`config.mk`:
```
export PLATFORM = sky130hd
export DESIGN_NAME = acc_share_sched
export DESIGN_NICKNAME = d
export VERILOG_FILES = /design/src/rtl/acc_share_sched.sv
export SDC_FILE = /design/constraint.sdc
export NUM_CORES = 1
export LEC_CHECK = 0
export ABC_AREA = 0
export ABC_CLOCK_PERIOD_IN_PS = 5300
export CAP_MARGIN = 20
export CORE_MARGIN = 1.5
export CORE_UTILIZATION = 53
export CTS_BUF_LIST = sky130_fd_sc_hd__clkbuf_8
export CTS_CLUSTER_DIAMETER = 50
export DETAILED_ROUTE_END_ITERATION = 10
export HOLD_SLACK_MARGIN = 0.05
export PLACE_DENSITY = 0.87
export SETUP_SLACK_MARGIN = 0.1
export SYNTH_ARGS = -nofsm -noshare
export SYNTH_HDL_FRONTEND = slang
export SYNTH_SLANG_ARGS = --single-unit
```
`constraint.sdc`:
```
create_clock -name clk -period 5.3 [get_ports clk]
set_input_delay 1.06 -clock clk [delete_from_list [all_inputs] [get_ports clk]]
set_output_delay 1.06 -clock clk [all_outputs]
set_load 0.01 [all_outputs]
```
`src/rtl/acc_share_sched.sv`:
```
// acc_share_sched: one W-bit adder shared round-robin among NREQ requesters,
// each owning a private accumulator. Commands are ADD, ACC, CLR and READ.
// One command is in flight at a time. It is granted in IDLE, computed in
// EXEC, and held on the response channel in RESP until the consumer accepts.
// rst_n is assumed to be released synchronously by an upstream synchroniser.

module acc_share_sched #(
    parameter int NREQ = 4,
    parameter int W    = 32,
    parameter int IDW  = 2
) (
    input  logic                clk,
    input  logic                rst_n,
    input  logic [NREQ-1:0]     req_valid,
    output logic [NREQ-1:0]     req_ready,
    input  logic [2*NREQ-1:0]   req_op,
    input  logic [W*NREQ-1:0]   req_a,
    input  logic [W*NREQ-1:0]   req_b,
    output logic                rsp_valid,
    input  logic                rsp_ready,
    output logic [IDW-1:0]      rsp_id,
    output logic [W-1:0]        rsp_data,
    output logic                busy
);

    typedef enum logic [1:0] {
        ST_IDLE = 2'b00,
        ST_EXEC = 2'b01,
        ST_RESP = 2'b10
    } state_t;

    typedef enum logic [1:0] {
        OP_ADD  = 2'b00,
        OP_ACC  = 2'b01,
        OP_CLR  = 2'b10,
        OP_READ = 2'b11
    } op_t;

    // Requester index base+off, wrapped at NREQ rather than at 2**IDW.
    function automatic logic [IDW-1:0] rr_idx(input logic [IDW-1:0] base, input int off);
        int sum;
        sum = int'(base) + off;
        return IDW'(sum % NREQ);
    endfunction

    state_t             state_q, state_d;
    logic [IDW-1:0]     rr_ptr_q, rr_ptr_d;
    logic [W-1:0]       acc_q [NREQ];
    logic [W-1:0]       acc_d [NREQ];
    op_t                op_q, op_d;
    logic [W-1:0]       a_q, a_d;
    logic [W-1:0]       b_q, b_d;
    logic [IDW-1:0]     id_q, id_d;
    logic               rsp_valid_q, rsp_valid_d;
    logic [IDW-1:0]     rsp_id_q, rsp_id_d;
    logic [W-1:0]       rsp_data_q, rsp_data_d;
    logic               busy_q;

    logic               grant_found_s;
    logic [IDW-1:0]     grant_id_s;
    logic               handshake_s;
    logic [1:0]         sel_op_s;
    logic [W-1:0]       sel_a_s;
    logic [W-1:0]       sel_b_s;
    logic [W-1:0]       acc_sel_s;
    logic [W-1:0]       add_x_s;
    logic [W-1:0]       sum_s;

    // Round-robin search: first valid requester at or after rr_ptr_q.
    always_comb begin
        grant_found_s = 1'b0;
        grant_id_s    = {IDW{1'b0}};
        for (int k = 0; k < NREQ; k++) begin
            if (!grant_found_s && req_valid[rr_idx(rr_ptr_q, k)]) begin
                grant_found_s = 1'b1;
                grant_id_s    = rr_idx(rr_ptr_q, k);
            end else begin
                grant_found_s = grant_found_s;
            end
        end
    end

    // Grant is offered only in IDLE and only to the winner; mux its command.
    always_comb begin
        req_ready = {NREQ{1'b0}};
        sel_op_s  = 2'b00;
        sel_a_s   = {W{1'b0}};
        sel_b_s   = {W{1'b0}};
        for (int i = 0; i < NREQ; i++) begin
            if (grant_id_s == IDW'(i)) begin
                req_ready[i] = (state_q == ST_IDLE) && grant_found_s;
                sel_op_s     = req_op[2*i +: 2];
                sel_a_s      = req_a[W*i +: W];
                sel_b_s      = req_b[W*i +: W];
            end else begin
                req_ready[i] = 1'b0;
            end
        end
    end

    assign handshake_s = (state_q == ST_IDLE) && grant_found_s;

    // Next-state logic plus command capture and pointer advance on grant.
    always_comb begin
        state_d  = state_q;
        rr_ptr_d = rr_ptr_q;
        op_d     = op_q;
        a_d      = a_q;
        b_d      = b_q;
        id_d     = id_q;
        case (state_q)
            ST_IDLE: begin
                if (handshake_s) begin
                    state_d  = ST_EXEC;
                    rr_ptr_d = rr_idx(grant_id_s, 1);
                    op_d     = op_t'(sel_op_s);
                    a_d      = sel_a_s;
                    b_d      = sel_b_s;
                    id_d     = grant_id_s;
                end else begin
                    state_d  = ST_IDLE;
                end
            end
            ST_EXEC: begin
                state_d = ST_RESP;
            end
            ST_RESP: begin
                if (rsp_ready) begin
                    state_d = ST_IDLE;
                end else begin
                    state_d = ST_RESP;
                end
            end
            default: begin
                state_d = ST_IDLE;
            end
        endcase
    end

    // Shared adder: ADD sums a+b, every other op offers acc[id]+a.
    always_comb begin
        acc_sel_s = acc_q[id_q];
        if (op_q == OP_ADD) begin
            add_x_s = b_q;
        end else begin
            add_x_s = acc_sel_s;
        end
        sum_s = add_x_s + a_q;
    end

    // Accumulator update and response formation in EXEC; release on accept.
    always_comb begin
        acc_d       = acc_q;
        rsp_valid_d = rsp_valid_q;
        rsp_id_d    = rsp_id_q;
        rsp_data_d  = rsp_data_q;
        if (state_q == ST_EXEC) begin
            rsp_valid_d = 1'b1;
            rsp_id_d    = id_q;
            case (op_q)
                OP_ADD: begin
                    rsp_data_d = sum_s;
                end
                OP_ACC: begin
                    acc_d[id_q] = sum_s;
                    rsp_data_d  = sum_s;
                end
                OP_CLR: begin
                    acc_d[id_q] = {W{1'b0}};
                    rsp_data_d  = acc_sel_s;
                end
                OP_READ: begin
                    rsp_data_d = acc_sel_s;
                end
                default: begin
                    rsp_data_d = rsp_data_q;
                end
            endcase
        end else if ((state_q == ST_RESP) && rsp_ready) begin
            rsp_valid_d = 1'b0;
        end else begin
            rsp_valid_d = rsp_valid_q;
        end
    end

    // Control, command and response registers.
    always_ff @(posedge clk or negedge rst_n) begin
        if (!rst_n) begin
            state_q     <= ST_IDLE;
            rr_ptr_q    <= {IDW{1'b0}};
            op_q        <= OP_ADD;
            a_q         <= {W{1'b0}};
            b_q         <= {W{1'b0}};
            id_q        <= {IDW{1'b0}};
            rsp_valid_q <= 1'b0;
            rsp_id_q    <= {IDW{1'b0}};
            rsp_data_q  <= {W{1'b0}};
            busy_q      <= 1'b0;
        end else begin
            state_q     <= state_d;
            rr_ptr_q    <= rr_ptr_d;
            op_q        <= op_d;
            a_q         <= a_d;
            b_q         <= b_d;
            id_q        <= id_d;
            rsp_valid_q <= rsp_valid_d;
            rsp_id_q    <= rsp_id_d;
            rsp_data_q  <= rsp_data_d;
            busy_q      <= (state_d != ST_IDLE);
        end
    end

    // Per-requester accumulators, cleared by reset.
    always_ff @(posedge clk or negedge rst_n) begin
        if (!rst_n) begin
            for (int i = 0; i < NREQ; i++) begin
                acc_q[i] <= {W{1'b0}};
            end
        end else begin
            acc_q <= acc_d;
        end
    end

    assign rsp_valid = rsp_valid_q;
    assign rsp_id    = rsp_id_q;
    assign rsp_data  = rsp_data_q;
    assign busy      = busy_q;

endmodule

```
## Word level (Yosys, flattened, before mapping)

Index checks and enable logic that the tools add are counted.

| storage, ports and cells | value |
|---|---|
| flip-flop bits (word level) | 236 |
| input port bits | 271 |
| logic and storage cells | 101 |

| operators by class | value |
|---|---|
| add/subtract/negate cells | 5 |
| order comparisons | 6 |
| equality and inequality tests | 8 |
| muxes and demuxes | 46 |
| bitwise operators | 3 |
| reduce and logical (&&, ||, !) cells | 19 |

Operators with widths:

| operator | count |
|---|---|
| $mux 32 | 12 |
| $pmux 128 s2 | 1 |
| $and 128x128->128 | 1 |
| $bwmux 128 | 1 |
| $not 128->128 | 1 |
| $bmux 32 s2 | 1 |
| $demux 32 s2 | 1 |
| $pmux 32 s2 | 1 |
| $add 32x32->32 | 1 |
| $mux 2 | 9 |
| $mux 1 | 15 |
| $lt 2x3->1 const B | 4 |
| $eq 2x2->1 const B | 5 |
| $bmux 1 s2 | 4 |
| $eq 2x1->1 const B | 3 |
| $logic_and 1x1->1 | 6 |
| $logic_not 2->1 | 3 |
| $pmux 2 s3 | 1 |
| $reduce_bool 2->1 | 3 |
| $add 2x1->2 const B | 2 |
| $add 2x2->2 const B | 2 |
| $reduce_and 2->1 | 2 |
| $reduce_or 2->1 | 2 |
| $ge 3x3->1 const B | 1 |
| 3 further kinds | 5 |

## Longest topological paths before layout

Gate-level depths: netlist (run 1).

| logic depth | value |
|---|---|
| depth in word-level cells | 17 |
| mapped depth | 17 |
| mapped depth without buffers | 15 |

## Worst setup path before layout (run 1)

OpenSTA, ideal clock, no wires.

| timing path | value |
|---|---|
| path type | register to register |
| start point | register id_q[0] |
| end point | register acc_q[94] (netlist name) |
| setup time | 0.067 ns |
| arrival | 3.750 ns |
| required time | 5.233 ns |
| slack | 1.483 ns |
| stages on the path, launching flop included | 15 |
| clock period less this slack | 3.817 ns |
| cells stage by stage | dfrtp_1 buf_2 buf_2 mux4_2 mux2_2 ha_1 buf_2 nand4_1 nor3_1 inv_1 a311o_1 or2_4 mux2i_1 a2111oi_4 a22o_1 |

| on the way | value |
|---|---|
| longest elaborated chain between the ends | 8 |

Ends and longest elaborated chain:

| what | line | RTL |
|---|---|---|
| start, declared | 53 | `logic [IDW-1:0] id_q, id_d;` |
| start signal, assigned | 194 | `id_q <= {IDW{1'b0}};` |
| start signal, assigned | 205 | `id_q <= id_d;` |
| $not 2->3 (implied by the code) (*) | 142, 165, 169 |  |
| $bmux 32 s2 (tied with other cells) | 142 | `acc_sel_s = acc_q[id_q];` |
| $mux 32 (implied by the code) or $logic_and 1x1->1 (tied branches) | 142, 165, 169 |  |
| $mux 32 (on tied branches) | 142, 165, 169 |  |
| $mux 32 or $demux 32 s2 (tied branches) | 143, 165, 169 |  |
| $add 32x32->32 or $not 128->128 (tied branches) | n/a |  |
| $bwmux 128 or $and 128x128->128 (tied branches) | n/a |  |
| $pmux 128 s2 (*) | 160 | `case (op_q)` |
| end signal, assigned by index | 217 | `acc_q[i] <= {W{1'b0}};` |
| end, declared | 48 | `logic [W-1:0] acc_q [NREQ];` |

Every way passes the cells marked *; elsewhere a longest branch is shown, timed or not. The select of a mux whose other input is x is not followed.
A chain may end at the register's enable or synchronous reset.

## Worst setup path in the final report (run 1)

| timing path | value |
|---|---|
| start point | register id_q[1] |
| end point | register acc_q[95] (netlist name) |

Same word-level chain as after synthesis.

==> results of run 1 <==
## layer usage
metal,vias to the layer above,wire (um),GRT usage [%]
li1,6166,-,-
met1,6348,17900,45.0
met2,734,20400,50.9
met4,0,1380,12.0
met5,-,0,0
met3,102,3720,5.12
## synth_stat cells (4+ instances only)
| library cell | n | area, um2 |
|---|---|---|
| a211o_1 | 4 | 35.0 |
| a21o_1 | 12 | 90.1 |
| a21oi_1 | 197 | 986 |
| a22o_1 | 22 | 193 |
| a22oi_1 | 70 | 526 |
| a31oi_1 | 7 | 43.8 |
| and3_1 | 5 | 31.3 |
| buf_1 | 7 | 26.3 |
| buf_2 | 8 | 40.0 |
| clkbuf_1 | 117 | 439 |
| dfrtp_1 | 236 | 5910 |
| ha_1 | 38 | 475 |
| inv_1 | 20 | 75.1 |
| mux2_2 | 34 | 383 |
| mux2i_1 | 6 | 60.1 |
| mux4_2 | 32 | 721 |
| nand2_1 | 239 | 897 |
| nand2b_1 | 16 | 100 |
| nand4_1 | 13 | 81.3 |
| nor2_1 | 170 | 638 |
| nor3_1 | 8 | 40.0 |
| o211ai_1 | 4 | 30.0 |
| o21a_1 | 10 | 75.1 |
| o21ai_0 | 113 | 566 |
| o21ai_1 | 12 | 60.1 |
| o21bai_1 | 5 | 37.5 |
| o22ai_1 | 5 | 31.3 |
| o31ai_1 | 78 | 586 |
| or3_1 | 4 | 25.0 |
| xnor2_1 | 13 | 114 |
| xor2_1 | 15 | 131 |
## where the power goes
part	switching, uW	leakage [uW]	total [uW]	internal [uW]
combinational	4230	0.00422	6840	2610
sequential	586	0.00306	3160	2570
clock	796	0.000510	1930	1130
## cells by family after synthesis
logic type                 after synthesis
AOI/OAI and AO/OA                      560
and+or+nand+nor                        479
DFF                                    236
buffers and inverters                  152
muxes                                   73
adders and majority gates               39
xor gates and xnor gates                28
## cell type report
| class | count | share of cell area [%] |
|---|---|---|
| Sequential cell | 236 | 32.7 |
| Tap cell | 335 | 2.32 |
| Inverter | 20 | 0.415 |
| Multi-Input combinational cell | 1179 | 41.1 |
| Timing Repair Buffer | 336 | 18.3 |
| Clock buffer | 48 | 3.65 |
| Clock inverter | 26 | 1.62 |
## sequential cells by signal, indices dropped and copies added, names as in the netlist
| register | flops |
|---|---|
| busy | 1 |
| rsp_valid | 1 |
| rr_ptr_q | 2 |
| b_q | 32 |
| a_q | 32 |
| op_q | 2 |
| rsp_data | 32 |
| rsp_id | 2 |
| id_q | 2 |
| state_q | 2 |
| acc_q | 128 |
## path summary, 6_finish.rpt
kind / from / to / cells after the start
min reg2reg: acc_q[44]$_DFFE_PN0P_ / acc_q[44]$_DFFE_PN0P_ / 2
max in group asynchronous: rst_n / acc_q[18]$_DFFE_PN0P_ / 2
min: acc_q[44]$_DFFE_PN0P_ / acc_q[44]$_DFFE_PN0P_ / 2
min in group asynchronous: rst_n / acc_q[73]$_DFFE_PN0P_ / 1
max reg2reg: id_q[1]$_DFFE_PN0P_ / acc_q[95]$_DFFE_PN0P_ / 11
max: id_q[1]$_DFFE_PN0P_ / acc_q[95]$_DFFE_PN0P_ / 11
## per-stage QoR
stage / setup WS (ns) / cells
5_1_grt: 0.456 / 2180
2_1_floorplan: 1.48 / 1567
3_3_place_gp: 0.835 / 2106
3_5_place_dp: 0.759 / 2106
6_report: 0.674 / 2180
4_1_cts: 0.794 / 2180
## placed cells by master (no fill, tap or decap), types with 6 or more instances in the layout
master / n
clkdlybuf4s50_1: 309
nand2_1: 239
dfrtp_1: 235
a21oi_1: 197
nor2_1: 169
o21ai_0: 113
o31ai_1: 78
a22oi_1: 70
clkbuf_8: 48
mux2_2: 34
ha_1: 34
mux4_2: 32
inv_1: 27
buf_4: 26
a22o_1: 22
nand2b_1: 15
xor2_1: 15
nand4_1: 13
xnor2_1: 13
a21o_1: 12
o21ai_1: 12
o21a_1: 10
nor3_1: 8
a31oi_1: 7
clkinv_2: 7
mux2i_1: 6
bufinv_16: 6
## critical path, cell delays in order, from the launching register on
cell       delay (ns)
dfrtp_1          0.97
buf_4            0.28
mux4_2           0.36
mux2_2           0.29
ha_1             0.44
and3_1           0.22
nand2_1          0.08
a2111oi_1        0.70
a21oi_1          0.16
a211o_1          0.37
xor2_1           0.41
o31ai_1          0.14
==> results.py, run 1 <==
metrics = {
    "floorplanning": {
        "fp-row-count": 59,
        "die_h_um": 165,
        "fp.dieW_um": 165,
        "ios": 311,
        "coreArea_um2": 25800,
        "start_util_pct": 53.7,
        "die_area_um2": 27200,
    },
    "drt": {
        "drt-pass1-iter-count": 5,
        "first_iter_violations": 1317,
        "num_vias": 13400,
        "drc": 0,
        "routed_via_density": 6.12,
        "wire_per_inst_um": 19.9,
        "routed_wl_um": 43400,
        "ant_nets": 0,
    },
    "synth": {
        "muxShareOfSynthArea_pct": 8.47,
        "synth_edf_count": 0,
        "synth-compound-area-share_pct": 25.1,
        "yosysWarnings": 0,
        "ys_seq_elements": 236,
        "async_flop_share_pct": 100,
        "syn_avg_cell_area_um2": 8.85,
        "synth_xor_area_share_pct": 1.77,
        "yosys.cell_types.count": 62,
        "synth_fa_ha_area_share_pct": 3.57,
        "synth_fp_nets": 1877,
        "ys.flop_type": "dfrtp_1",
        "synth_top_family_by_area": "compound AO/OA/AOI/OAI gates",
        "yosysSeqAreaShare_pct": 42.6,
        "syn_inst": 1567,
        "synth_simple_gate_area_share_pct": 14.4,
        "netlist_area_um2": 13900,
    },
    "placed_design": {
        "dpl_cell_area_um2": 17100,
        "place.gp.congestion": 0.939,
        "hpwl_um": 31600,
        "portBuffers": 310,
    },
    "sta": {
        "fin_crit_ns": 4.63,
        "tightest_slew_ns": 1.07,
        "fin_crit_sh_pct": 87.3,
        "skew_ns": 0.0437,
        "finalSetupTns_ns": 0,
        "slew_headroom_pct": 28.7,
        "whs_ns": 0.477,
        "rsz0062_at_grt": "no",
        "finalHoldViolations": 0,
        "setup-violations-final": 0,
        "fmax_mhz": 216,
        "slew_violations": 0,
    },
    "setup_path": {
        "cp_max_fo": 21,
        "crit_path_end_kind": "flip-flop",
        "start_kind": "flip-flop",
        "cp_data_required_time_ns": 5.70,
        "r2r_setup_slack_ns": 0.67,
        "crit_type": "flip-flop to flip-flop",
        "worstPathArrival_ns": 5.02,
    },
    "layout": {
        "fill_cells": 1931,
        "multiInputGateArea_um2": 7430,
        "final-seq-area_um2": 5910,
        "final_area_um2": 18100,
        "utilization_pct": 70.0,
        "layout.nets": 2124,
        "drive_gt1_share_pct": 9.54,
        "antenna_cells": 0,
        "syn_to_final_growth_pct": 30.4,
    },
    "cts": {
        "cts_tree": "yes",
        "clk_latency_ns": 0.58,
        "cts_sinks": 236,
        "clockBufferDepth": 3,
        "numCtsBuffers": 41,
        "cts_max_level": 2,
        "root_buffer": "clkbuf_8",
        "cts_setup_buffers": 0,
        "cts-resized-gates": 0,
        "clk_pin_slew_ns": 0.07,
        "cts_hold_repair.buffers": 0,
    },
    "global_routing": {
        "grt_max_degree": 129,
        "antenna_found_initial": 0,
        "groute.usage.overall_pct": 32.3,
        "first_global_vias": 12800,
        "grt-ovfl-total": 0,
        "grt_pass1_wl_um": 67900,
    },
    "power_and_ir_drop": {
        "p_per_area_nw_per_um2": 659,
        "leakage_uw": 0.00779,
        "peakVddDrop_mv": 0.481,
        "p_total_uw": 11900,
    },
    "flow_run": {
        "maxCapViolCount": 0,
    },
    "min_path": {
        "hold_class": "flip-flop to flip-flop",
    },
    "outcome": {
        "outcome": "finished, final reports clean",
    },
}
Note: power is estimated with default switching activity, not from simulation.
==> run 2, diff against run 1 <==
CORE_MARGIN = 2   (was 1.5)
CTS_CLUSTER_SIZE = 8   (was not set)
SETUP_SLACK_MARGIN = 0.4   (was 0.1)
==> run 2 against run 1 <==
Against the previous run: maximum frequency grew 1.4%; register-to-register slack improved by 0.06 ns; sequential cell count is the same.
==> results.py, run 2 (synthesized netlist as in run 1, its figures left out) <==
metrics = {
    "sta": {
        "tightest_slew_ns": 1.02,
        "fin_crit_ns": 4.56,
        "slew_headroom_pct": 32.1,
        "fmax_mhz": 219,
        "rsz0062_at_grt": "no",
        "setup-violations-final": 0,
        "skew_ns": 0.0305,
        "finalHoldViolations": 0,
        "fin_crit_sh_pct": 86.1,
        "slew_violations": 0,
        "finalSetupTns_ns": 0,
    },
    "floorplanning": {
        "die_h_um": 166,
        "fp.dieW_um": 166,
        "fp-row-count": 59,
        "ios": 311,
        "start_util_pct": 53.5,
        "die_area_um2": 27500,
        "coreArea_um2": 25900,
    },
    "drt": {
        "first_iter_violations": 1189,
        "wire_per_inst_um": 20.3,
        "routed_via_density": 6.11,
        "num_vias": 13100,
        "ant_nets": 0,
        "drc": 0,
        "drt-pass1-iter-count": 6,
        "routed_wl_um": 43700,
    },
    "layout": {
        "layout.nets": 2112,
        "regMostFlops": "acc_q",
        "final_common_cell": "clkdlybuf4s50_1",
        "finalNonFillerCells": 2147,
        "final_cell_mix": "clkdlybuf4s50_1 (309), nand2_1 (239), dfrtp_1 (235), a21oi_1 (197), nor2_1 (169)",
        "syn_to_final_growth_pct": 27.9,
        "drive_gt1_share_pct": 7.96,
        "largest_reg_flops": 128,
        "final_area_um2": 17700,
    },
    "global_routing": {
        "groute.usage.overall_pct": 31.3,
        "antenna_found_initial": 5,
        "first_global_vias": 12800,
        "grt-ovfl-total": 0,
        "grt_max_degree": 136,
        "grt_pass1_wl_um": 69000,
    },
    "setup_path": {
        "crit_type": "flip-flop to flip-flop",
        "r2r-start": "id_q[0]$_DFFE_PN0P_",
        "r2r_setup_slack_ns": 0.74,
        "worstPathArrival_ns": 5.01,
        "cp_max_fo": 28,
        "cp_data_required_time_ns": 5.75,
        "cp-endpoint": "rsp_data[16]$_DFFE_PN0P_",
        "r2r_end": "rsp_data[16]$_DFFE_PN0P_",
        "crit_path_end_kind": "flip-flop",
        "cp-startpoint": "id_q[0]$_DFFE_PN0P_",
        "reg2reg_depth": 12,
        "start_kind": "flip-flop",
    },
    "min_path": {
        "hold_class": "flip-flop to flip-flop",
    },
    "power_and_ir_drop": {
        "p_sw_share_pct": 48.3,
        "leakage_uw": 0.00758,
        "p_int_uw": 5900,
        "seq_power_share_pct": 27.6,
        "p_per_area_nw_per_um2": 643,
        "net-switching-power_uw": 5510,
        "peakVddDrop_mv": 0.315,
        "clkPwrFrac_pct": 12.5,
        "combPwrFrac_pct": 59.9,
    },
    "cts": {
        "cts_hold_repair.buffers": 0,
        "root_buffer": "clkbuf_8",
        "cts_sinks": 236,
        "clk_pin_slew_ns": 0.07,
        "numCtsBuffers": 36,
        "cts-resized-gates": 0,
        "clockBufferDepth": 3,
        "clk_latency_ns": 0.56,
        "cts_tree": "yes",
        "cts_max_level": 2,
        "cts_setup_buffers": 0,
    },
    "placed_design": {
        "portBuffers": 310,
        "dp.cells": 2099,
        "hpwl_um": 32200,
        "dpl_cell_area_um2": 17100,
        "place.gp.congestion": 0.939,
    },
    "outcome": {
        "outcome": "finished, final reports clean",
    },
    "flow_run": {
        "maxCapViolCount": 0,
    },
}
==> run 2: cell count changes in the layout (fill, tap and decap cells not counted), moves of 4 or more <==
cell	change
clkbuf_8	-11
bufinv_16	-4
inv_1	-4
buf_4	-10
clkinv_2	-7
==> run 2: final cells by class <==
class | instances | area (um2)
inverter | 20 | 75.1
timing repair buffer | 329 | 3290
clock inverter | 8 | 98.8
tap | 335 | 419
multi-input combinational | 1179 | 7430
sequential | 236 | 5910
antenna | 3 | 7.51
fill | 2069 | 8180
clock buffer | 37 | 509
==> run 2: worst min-delay path by stage <==
stage	startpoint	endpoint	slack, ns	cells past startpoint
6_report	rsp_id[0]$_DFFE_PN0P_	rsp_id[0]$_DFFE_PN0P_	0.47	2
5_1_grt	acc_q[60]$_DFFE_PN0P_	acc_q[60]$_DFFE_PN0P_	0.49	2
4_1_cts	acc_q[39]$_DFFE_PN0P_	acc_q[39]$_DFFE_PN0P_	0.47	2
3_5_place_dp	acc_q[39]$_DFFE_PN0P_	acc_q[39]$_DFFE_PN0P_	0.46	2
3_3_place_gp	acc_q[47]$_DFFE_PN0P_	acc_q[47]$_DFFE_PN0P_	0.45	2
2_1_floorplan	acc_q[35]$_DFFE_PN0P_	acc_q[35]$_DFFE_PN0P_	0.44	2
==> run 2: worst max-delay path, stage by stage (launching register included) <==
cell and delay, ns:
dfrtp_2 0.91, buf_4 0.33, mux4_2 0.53, mux2_2 0.28
ha_1 0.36, a21oi_1 0.10, nand4b_1 0.26, a211o_1 0.34
a21oi_1 0.33, nor2_1 0.14, xor2_1 0.50, o21ai_0 0.19
o21a_1 0.14
==> run 2: power groups by stage <==
stage          clock network, uW  logic (uW)  registers, uW
2_1_floorplan                  0        4750           2930
3_3_place_gp                   0        6440           3120
4_1_cts                     1440        6700           3140
3_5_place_dp                   0        6670           3160
5_1_grt                     1510        7450           3230
6_report                    1430        6830           3150
==> run 2: routing by layer <==
| layer | vias to the layer above | GRT usage [%] | wire length, um |
|---|---|---|---|
| li1 | 6108 | - | - |
| met4 | 2 | 9.64 | 1360 |
| met1 | 6249 | 42.0 | 17700 |
| met2 | 667 | 51.7 | 20900 |
| met5 | - | 0 | 13 |
| met3 | 99 | 6.15 | 3660 |
==> run 2: stage by stage <==
stage               setup WS (ns)  power, uW  util [%]  hold slack (ns)
finish                      0.736      11400      68.4            0.473
CTS                         0.784      11300      68.4            0.473
global placement            0.888       9550      66.1            0.454
floorplan                    1.48       7680         -            0.443
detailed placement          0.810       9830      66.1            0.460
global route                0.467      12200      68.4            0.493
==> run 3, diff against run 2 <==
CTS_CLUSTER_SIZE = not set   (was 8)
==> run 3 against run 2 <==
Against the previous run: worst setup slack got worse by 0.035 ns; combinational power hardly changed; clock skew fell by 0.0039 ns; register-to-register slack worse by 0.04 ns; largest cell class unchanged; worst hold slack barely moved.
==> results.py, run 3 (synthesized netlist as in run 1, its figures left out) <==
metrics = {
    "setup_path": {
        "cp_max_fo": 28,
        "cpMostUsedCell": "a21oi_1",
        "worstPathArrival_ns": 5.04,
        "crit_path_end_kind": "flip-flop",
        "cp_data_required_time_ns": 5.74,
        "r2r_end": "rsp_data[16]$_DFFE_PN0P_",
        "crit_type": "flip-flop to flip-flop",
        "start_kind": "flip-flop",
        "r2r_setup_slack_ns": 0.70,
        "r2r-start": "id_q[0]$_DFFE_PN0P_",
        "crit_chain": "buf_4 > mux4_2 > mux2_2 > ha_1 > a21oi_1 > nand4b_1 > a211o_1 > a21oi_1 > nor2_1 > xor2_1 > o21ai_0 > o21a_1",
        "reg2reg_depth": 12,
        "slowest_stage": "dfrtp_2",
        "cpPeakStageDelay_ns": 0.91,
    },
    "power_and_ir_drop": {
        "p_sw_share_pct": 48.3,
        "p_per_area_nw_per_um2": 646,
        "net-switching-power_uw": 5580,
        "p_int_uw": 5970,
        "clkPwrFrac_pct": 13.3,
        "peakVddDrop_mv": 0.340,
        "seq_power_share_pct": 27.3,
        "leakage_uw": 0.00768,
        "combPwrFrac_pct": 59.3,
    },
    "layout": {
        "final_common_cell": "clkdlybuf4s50_1",
        "regMostFlops": "acc_q",
        "syn_to_final_growth_pct": 28.8,
        "utilization_pct": 69.0,
        "final_cell_mix": "clkdlybuf4s50_1 (309), nand2_1 (239), dfrtp_1 (235), a21oi_1 (197), nor2_1 (169)",
        "largest_reg_flops": 128,
        "drive_gt1_share_pct": 8.57,
        "fill_cells": 2049,
        "layout.nets": 2116,
    },
    "cts": {
        "cts_setup_buffers": 0,
        "cts_hold_repair.buffers": 0,
        "numCtsBuffers": 40,
        "cts_max_level": 2,
        "root_buffer": "clkbuf_8",
        "clockBufferDepth": 3,
        "clk_pin_slew_ns": 0.06,
        "cts-resized-gates": 0,
        "cts_tree": "yes",
        "cts_sinks": 236,
        "clk_latency_ns": 0.55,
    },
    "drt": {
        "num_vias": 13200,
        "ant_nets": 0,
        "met1_length_um": 18200,
        "topRoutingLayerUsed": "met4",
        "wire_per_inst_um": 20.3,
        "met3_length_um": 3350,
        "drc": 0,
        "drt-pass1-iter-count": 5,
        "route.met2.wl_um": 21000,
        "routed_via_density": 6.10,
        "routed_wl_um": 44000,
        "first_iter_violations": 1056,
    },
    "sta": {
        "rsz0062_at_grt": "no",
        "tightest_slew_ns": 1.01,
        "whs_ns": 0.473,
        "slew_headroom_pct": 32.8,
        "skew_ns": 0.0265,
        "slew_violations": 0,
        "setup_ws_ns": 0.701,
        "setup-violations-final": 0,
        "finalHoldViolations": 0,
        "fmax_mhz": 217,
        "fin_crit_sh_pct": 86.8,
        "fin_crit_ns": 4.60,
        "finalSetupTns_ns": 0,
    },
    "outcome": {
        "outcome": "finished, final reports clean",
    },
    "floorplanning": {
        "start_util_pct": 53.5,
        "die_area_um2": 27500,
        "die_h_um": 166,
        "coreArea_um2": 25900,
        "fp-row-count": 59,
        "fp.dieW_um": 166,
        "ios": 311,
    },
    "min_path": {
        "hold_class": "flip-flop to flip-flop",
        "min_delay_path_depth": 2,
        "min-delay-start": "acc_q[39]$_DFFE_PN0P_",
        "hold_end": "acc_q[39]$_DFFE_PN0P_",
    },
    "global_routing": {
        "first_global_vias": 12900,
        "grt-ovfl-total": 0,
        "grt_max_degree": 136,
        "groute.usage.overall_pct": 31.6,
        "antenna_found_initial": 3,
        "grt_pass1_wl_um": 69800,
    },
    "placed_design": {
        "place.gp.congestion": 0.939,
        "portBuffers": 310,
        "place_ws_ns": 0.810,
        "hpwl_um": 32200,
    },
    "flow_run": {
        "maxCapViolCount": 0,
    },
}
[run 3: metrics by stage]
step                      instances  total power [uW]  cell area [um2]
after floorplan                1567              7680            13900
after global placement         2099              9550            17100
after CTS                      2166             11400            17900
after detailed placement       2099              9830            17100
final                          2169             11600            17900
after global routing           2169             12300            17900
[run 3: how the worst max path moves through the flow]
| stage | startpoint | endpoint | slack [ns] |
|---|---|---|---|
| finish | id_q[0]$_DFFE_PN0P_ | rsp_data[16]$_DFFE_PN0P_ | 0.70 |
| CTS | id_q[0]$_DFFE_PN0P_ | acc_q[91]$_DFFE_PN0P_ | 0.77 |
| global placement | id_q[0]$_DFFE_PN0P_ | acc_q[28]$_DFFE_PN0P_ | 0.89 |
| global route | id_q[0]$_DFFE_PN0P_ | acc_q[91]$_DFFE_PN0P_ | 0.45 |
| detailed placement | id_q[0]$_DFFE_PN0P_ | acc_q[94]$_DFFE_PN0P_ | 0.81 |
| floorplan | id_q[0]$_DFFE_PN0P_ | acc_q[94]$_DFFE_PN0P_ | 1.48 |
[run 3: final cells by class]
type	instances	area (um2)	area share [%]
antenna	3	7.51	0.0420
clock buffer	47	647	3.62
clock inverter	20	96.3	0.539
inverter	20	75.1	0.420
multi-input combinational	1179	7430	41.6
sequential	236	5910	33.1
tap	335	419	2.35
timing repair buffer	329	3290	18.4
[run 3: power groups by stage]
stage          clock [uW]  sequential (uW)  combinational [uW]
6_report             1540             3160                6850
5_1_grt              1640             3240                7470
4_1_cts              1550             3140                6710
3_5_place_dp            0             3160                6670
3_3_place_gp            0             3120                6440
2_1_floorplan           0             2930                4750
[run 3: routing by layer]
layer	global-route usage [%]	vias to the layer above
met2	51.9	648
met4	10.7	0
met1	42.7	6349
li1	-	6129
met3	5.74	97
met5	0	-
[run 3: worst max-delay path: cells and delay by family, from the launching register on]
| family | cells | cell delay [ns] |
|---|---|---|
| XOR/XNOR | 1 | 0.53 |
| AND/OR/NAND/NOR | 2 | 0.40 |
| adder cells (fa/ha/maj) | 1 | 0.36 |
| AO/OA/AOI/OAI | 5 | 1.13 |
| buffers and inverters | 1 | 0.33 |
| flip-flops | 1 | 0.91 |
| multiplexers | 2 | 0.81 |
==> edit 1, RTL diff (settings of run 1) <==
Re-encode `state_t` (3 states) as one-hot, 3 bits wide.
--- a/src/rtl/acc_share_sched.sv
+++ b/src/rtl/acc_share_sched.sv
@@ -23,10 +23,10 @@
     output logic                busy
 );
 
-    typedef enum logic [1:0] {
-        ST_IDLE = 2'b00,
-        ST_EXEC = 2'b01,
-        ST_RESP = 2'b10
+    typedef enum logic [2:0] {
+        ST_IDLE = 3'b001,
+        ST_EXEC = 3'b010,
+        ST_RESP = 3'b100
     } state_t;
 
     typedef enum logic [1:0] {
Behaviour: same outputs for any inputs over 4 cycles, from zero or initial values and one cycle with rst_n low; so few cycles prove little.
==> edit 1 against run 1 <==
Cell area up 1.0%; setup slack better by 73 ps; sequential cell count up 1; routed wire length up 7.9%; synthesized area up 1.7%; sequential share of layout area down 0.19 points; power up 23%; maximum frequency up 1.6%; die area up 1.6%; combinational power up 41%; largest power group unchanged; highest routed layer is now met5.
==> edit 1: results (changes against run 1) <==
| Metric | Value |
|---|---|
| Measured slew at the worst slew-check pin | `1030 ps (was 1070 ps)` |
| Biggest area contributors in the synthesized netlist | `dfrtp_1, a21oi_1, nor2_1, nand2_1, mux4_2 (was dfrtp_1, a21oi_1, nand2_1, mux4_2, nor2_1)` |
| Worst path slowest cell | `clkdlybuf4s50_1 (was dfrtp_1)` |
| HPWL after detailed placement | `34200 um (was 31600 um)` |
| Net Count, Synth | `1925 (was 1877)` |
| Multiplexer fraction of the synthesized cell area | `0.0869 (was 0.0847)` |
| Synth Area in XOR/XNOR | `0.0174 (was 0.0177)` |
| Startpoint of the most critical hold path | `acc_q[21] (was acc_q[44])` |
| Leak Pwr | `7.81 nW (was 7.79 nW)` |
| Skew final | `29.6 ps (was 43.7 ps)` |
| Average vias per placed instance | `6.22 (was 6.12)` |
| Maximum resistive drop on vdd | `0.541 mV (was 0.481 mV)` |
| Adder and majority cell fraction of the synthesized area | `0.0351 (was 0.0357)` |
| Via count | `13900 (was 13400)` |
| Wire length of the first global-routing pass | `74100 um (was 67900 um)` |
| Post-synthesis cell type count | `72 (was 62)` |
| Final Hold Slack | `474 ps (was 477 ps)` |
| Cell types with the highest counts after synthesis | `a21oi_1, dfrtp_1, nor2_1, nand2_1, clkbuf_1 (was nand2_1, dfrtp_1, a21oi_1, nor2_1, clkbuf_1)` |
| Antenna violations before repair | `4 (was 0)` |
| Run status | `finished, final reports clean (unchanged)` |
| Crit Reg-Reg Endpoint | `rsp_data[11] (was acc_q[95])` |
| Global placer's final weighted congestion | `0.970 (was 0.939)` |
| Clock Latency Late Sink | `560 ps (was 580 ps)` |
| Placement Setup Slack | `744 ps (was 759 ps)` |
| Reg2reg start | `id_q[0] (was id_q[1])` |
| Longest individual stage delay on the worst path | `550 ps (was 970 ps)` |
## edit 1: how the worst max path moves through the flow
stage	cells past startpoint	from	slack, ps	endpoint
5_1_grt	11	id_q[0]	540	acc_q[30]
4_1_cts	8	req_valid[1]	780	req_ready[3]
3_5_place_dp	16	req_valid[0]	740	b_q[12]
2_1_floorplan	10	req_valid[0]	1540	req_ready[1]
3_3_place_gp	8	req_valid[1]	910	req_ready[3]
6_report	8	req_valid[1]	750	req_ready[3]
## edit 1: layout make-up
type                    count  area [um2]
diodes                      1        2.50
clock buffers              51         702
clock inverters            22         166
fillers                  1969        7780
inverters                  17        63.8
multi-input cells        1232        7650
flip-flops and latches    237        5930
well taps                 335         419
repair buffers            337        3340
## edit 1: cell families after synthesis
| family | Yosys count |
|---|---|
| adders and majority gates | 39 |
| and+or+nand+nor | 534 |
| buffers and inverters | 146 |
| DFF | 237 |
| AOI/OAI and AO/OA | 553 |
| muxes | 78 |
| xor gates and xnor gates | 28 |
## edit 1: tightest hold or removal path, stage by stage, from the launching register on
cell and delay (ps):
dfrtp_1 340, nand2_1 50, o31ai_1 50
## edit 1: power breakdown
part | internal (W) | switching, W | leakage (nW)
sequential | 0.00267 | 0.000593 | 2.95
combinational | 0.00357 | 0.00604 | 4.38
clock | 0.000976 | 0.000787 | 0.483
total | 0.00723 | 0.00742 | 7.81
## edit 1: per-stage QoR
step / utilization / power (W)
global route: 0.701 / 0.0157
floorplan: - / 0.00973
CTS: 0.700 / 0.0145
global placement: 0.667 / 0.0123
detailed placement: 0.667 / 0.0126
finish: 0.701 / 0.0146
## edit 1: layer usage
metal	part of all wire	vias to the layer above	wire, um	global-route usage
met4	0.047	6	2190	0.146
met2	0.48	706	22700	0.567
met5	0.00081	-	38	0
met3	0.081	144	3770	0.0672
li1	-	6320	-	-
met1	0.39	6702	18200	0.423
==> edit 2, RTL diff (settings of run 1) <==
Without the edit above. The parameter `W` goes from 32 to 48.
--- a/src/rtl/acc_share_sched.sv
+++ b/src/rtl/acc_share_sched.sv
@@ -6,7 +6,7 @@
 
 module acc_share_sched #(
     parameter int NREQ = 4,
-    parameter int W    = 32,
+    parameter int W    = 48,
     parameter int IDW  = 2
 ) (
     input  logic                clk,
Interface: changed (resized req_a, req_b and rsp_data); port bits go from 311 to 455. The function was not compared with the original's and may differ.
==> edit 2 against run 1 <==
Cell area rose by 51%; clock skew down 9.7 ps; sequential cell count grew 112; via count increased by 52%; power grew 51%; setup slack lost 9.9 ps; routed wire length increased by 68%; synthesized area rose by 53%; largest power group unchanged; highest routed layer unchanged.
==> edit 2: results (changes against run 1) <==
| Metric | Value |
|---|---|
| Run status | `finished, final reports clean (unchanged)` |
| Skew final | `34.0 ps (was 43.7 ps)` |
| Flip-flop count of the largest register after layout | `192 (was 128)` |
| Share of layout cells above drive strength 1 | `0.123 (was 0.0954)` |
| Net count reported at finish | `3178 (was 2124)` |
| Per-instance average area after synthesis | `8.93 um2 (was 8.85 um2)` |
| Count of fill cells added during filler insertion | `3062 (was 1931)` |
| Longest individual stage delay on the worst path | `770 ps (was 970 ps)` |
| Worst path slowest cell | `dfrtp_4 (was dfrtp_1)` |
| Num CTS Buffers | `58 (was 41)` |
| Final WL | `72800 um (was 43400 um)` |
| Global placer's final weighted congestion | `0.987 (was 0.939)` |
| First drt pass iteration count | `7 (was 5)` |
| Leak Pwr | `11.6 nW (was 7.79 nW)` |
| Area of the multi-input gates | `0.0117 mm2 (was 0.00743 mm2)` |
| Post-placement cell area | `0.0261 mm2 (was 0.0171 mm2)` |
| Max Fanout on Critical Path | `25 (was 21)` |
| Min-Delay Path Class | `in2async (was reg2reg)` |
| GR Util All Layers | `0.354 (was 0.323)` |
| Via count | `20300 (was 13400)` |
| Placement Setup Slack | `779 ps (was 759 ps)` |
| Cell types with the highest counts after synthesis | `dfrtp_1, nand2_1, a21oi_1, nor2_1, o21ai_0 (was nand2_1, dfrtp_1, a21oi_1, nor2_1, clkbuf_1)` |
| Maximum resistive drop on vdd | `0.364 mV (was 0.481 mV)` |
| HPWL after detailed placement | `53600 um (was 31600 um)` |
| Post-synthesis cell type count | `94 (was 62)` |
| Measured slew at the worst slew-check pin | `1020 ps (was 1070 ps)` |
edit 2: cell families after synthesis:
| kind of cell | Yosys count | synth area share |
|---|---|---|
| AND/OR/NAND/NOR | 757 | 0.154 |
| flip-flops | 348 | 0.411 |
| adder cells (fa/ha/maj) | 55 | 0.0328 |
| XOR/XNOR | 39 | 0.0168 |
| buffers and inverters | 217 | 0.0402 |
| multiplexers | 146 | 0.103 |
| AO/OA/AOI/OAI | 810 | 0.242 |
edit 2: area by class of cell:
cell class	count	area share
multi-input cells	1807	0.429
flip-flops and latches	348	0.319
repair buffers	486	0.181
clock buffers	67	0.0338
well taps	525	0.0241
clock inverters	40	0.00991
inverters	23	0.00316
diodes	1	0.0000917
edit 2: power by group through the flow:
stage | logic [W] | registers, W | clock network, W
2_1_floorplan | 0.00753 | 0.00430 | 0
3_3_place_gp | 0.0103 | 0.00461 | 0
3_5_place_dp | 0.0106 | 0.00468 | 0
4_1_cts | 0.0107 | 0.00465 | 0.00247
5_1_grt | 0.0118 | 0.00478 | 0.00260
6_report | 0.0109 | 0.00467 | 0.00244
edit 2: layer usage:
| layer | track usage | share of wire | vias to the layer above |
|---|---|---|---|
| met2 | 0.586 | 0.48 | 1025 |
| li1 | - | - | 9277 |
| met3 | 0.0624 | 0.079 | 154 |
| met1 | 0.473 | 0.41 | 9883 |
| met5 | 0 | 0 | - |
| met4 | 0.114 | 0.030 | 0 |
edit 2: worst paths after layout:
kind / startpoint / to / slack [ps] / cells past startpoint
worst max-delay path: id_q[0] / acc_q[143] / 660 / 12
worst min-delay path: rst_n / b_q[43] / 400 / 1
worst max register to register: id_q[0] / acc_q[143] / 660 / 12
worst min register to register: acc_q[33] / acc_q[33] / 480 / 2
max in group asynchronous: rst_n / acc_q[36] / 3790 / 2
min in group clk: acc_q[33] / acc_q[33] / 480 / 2
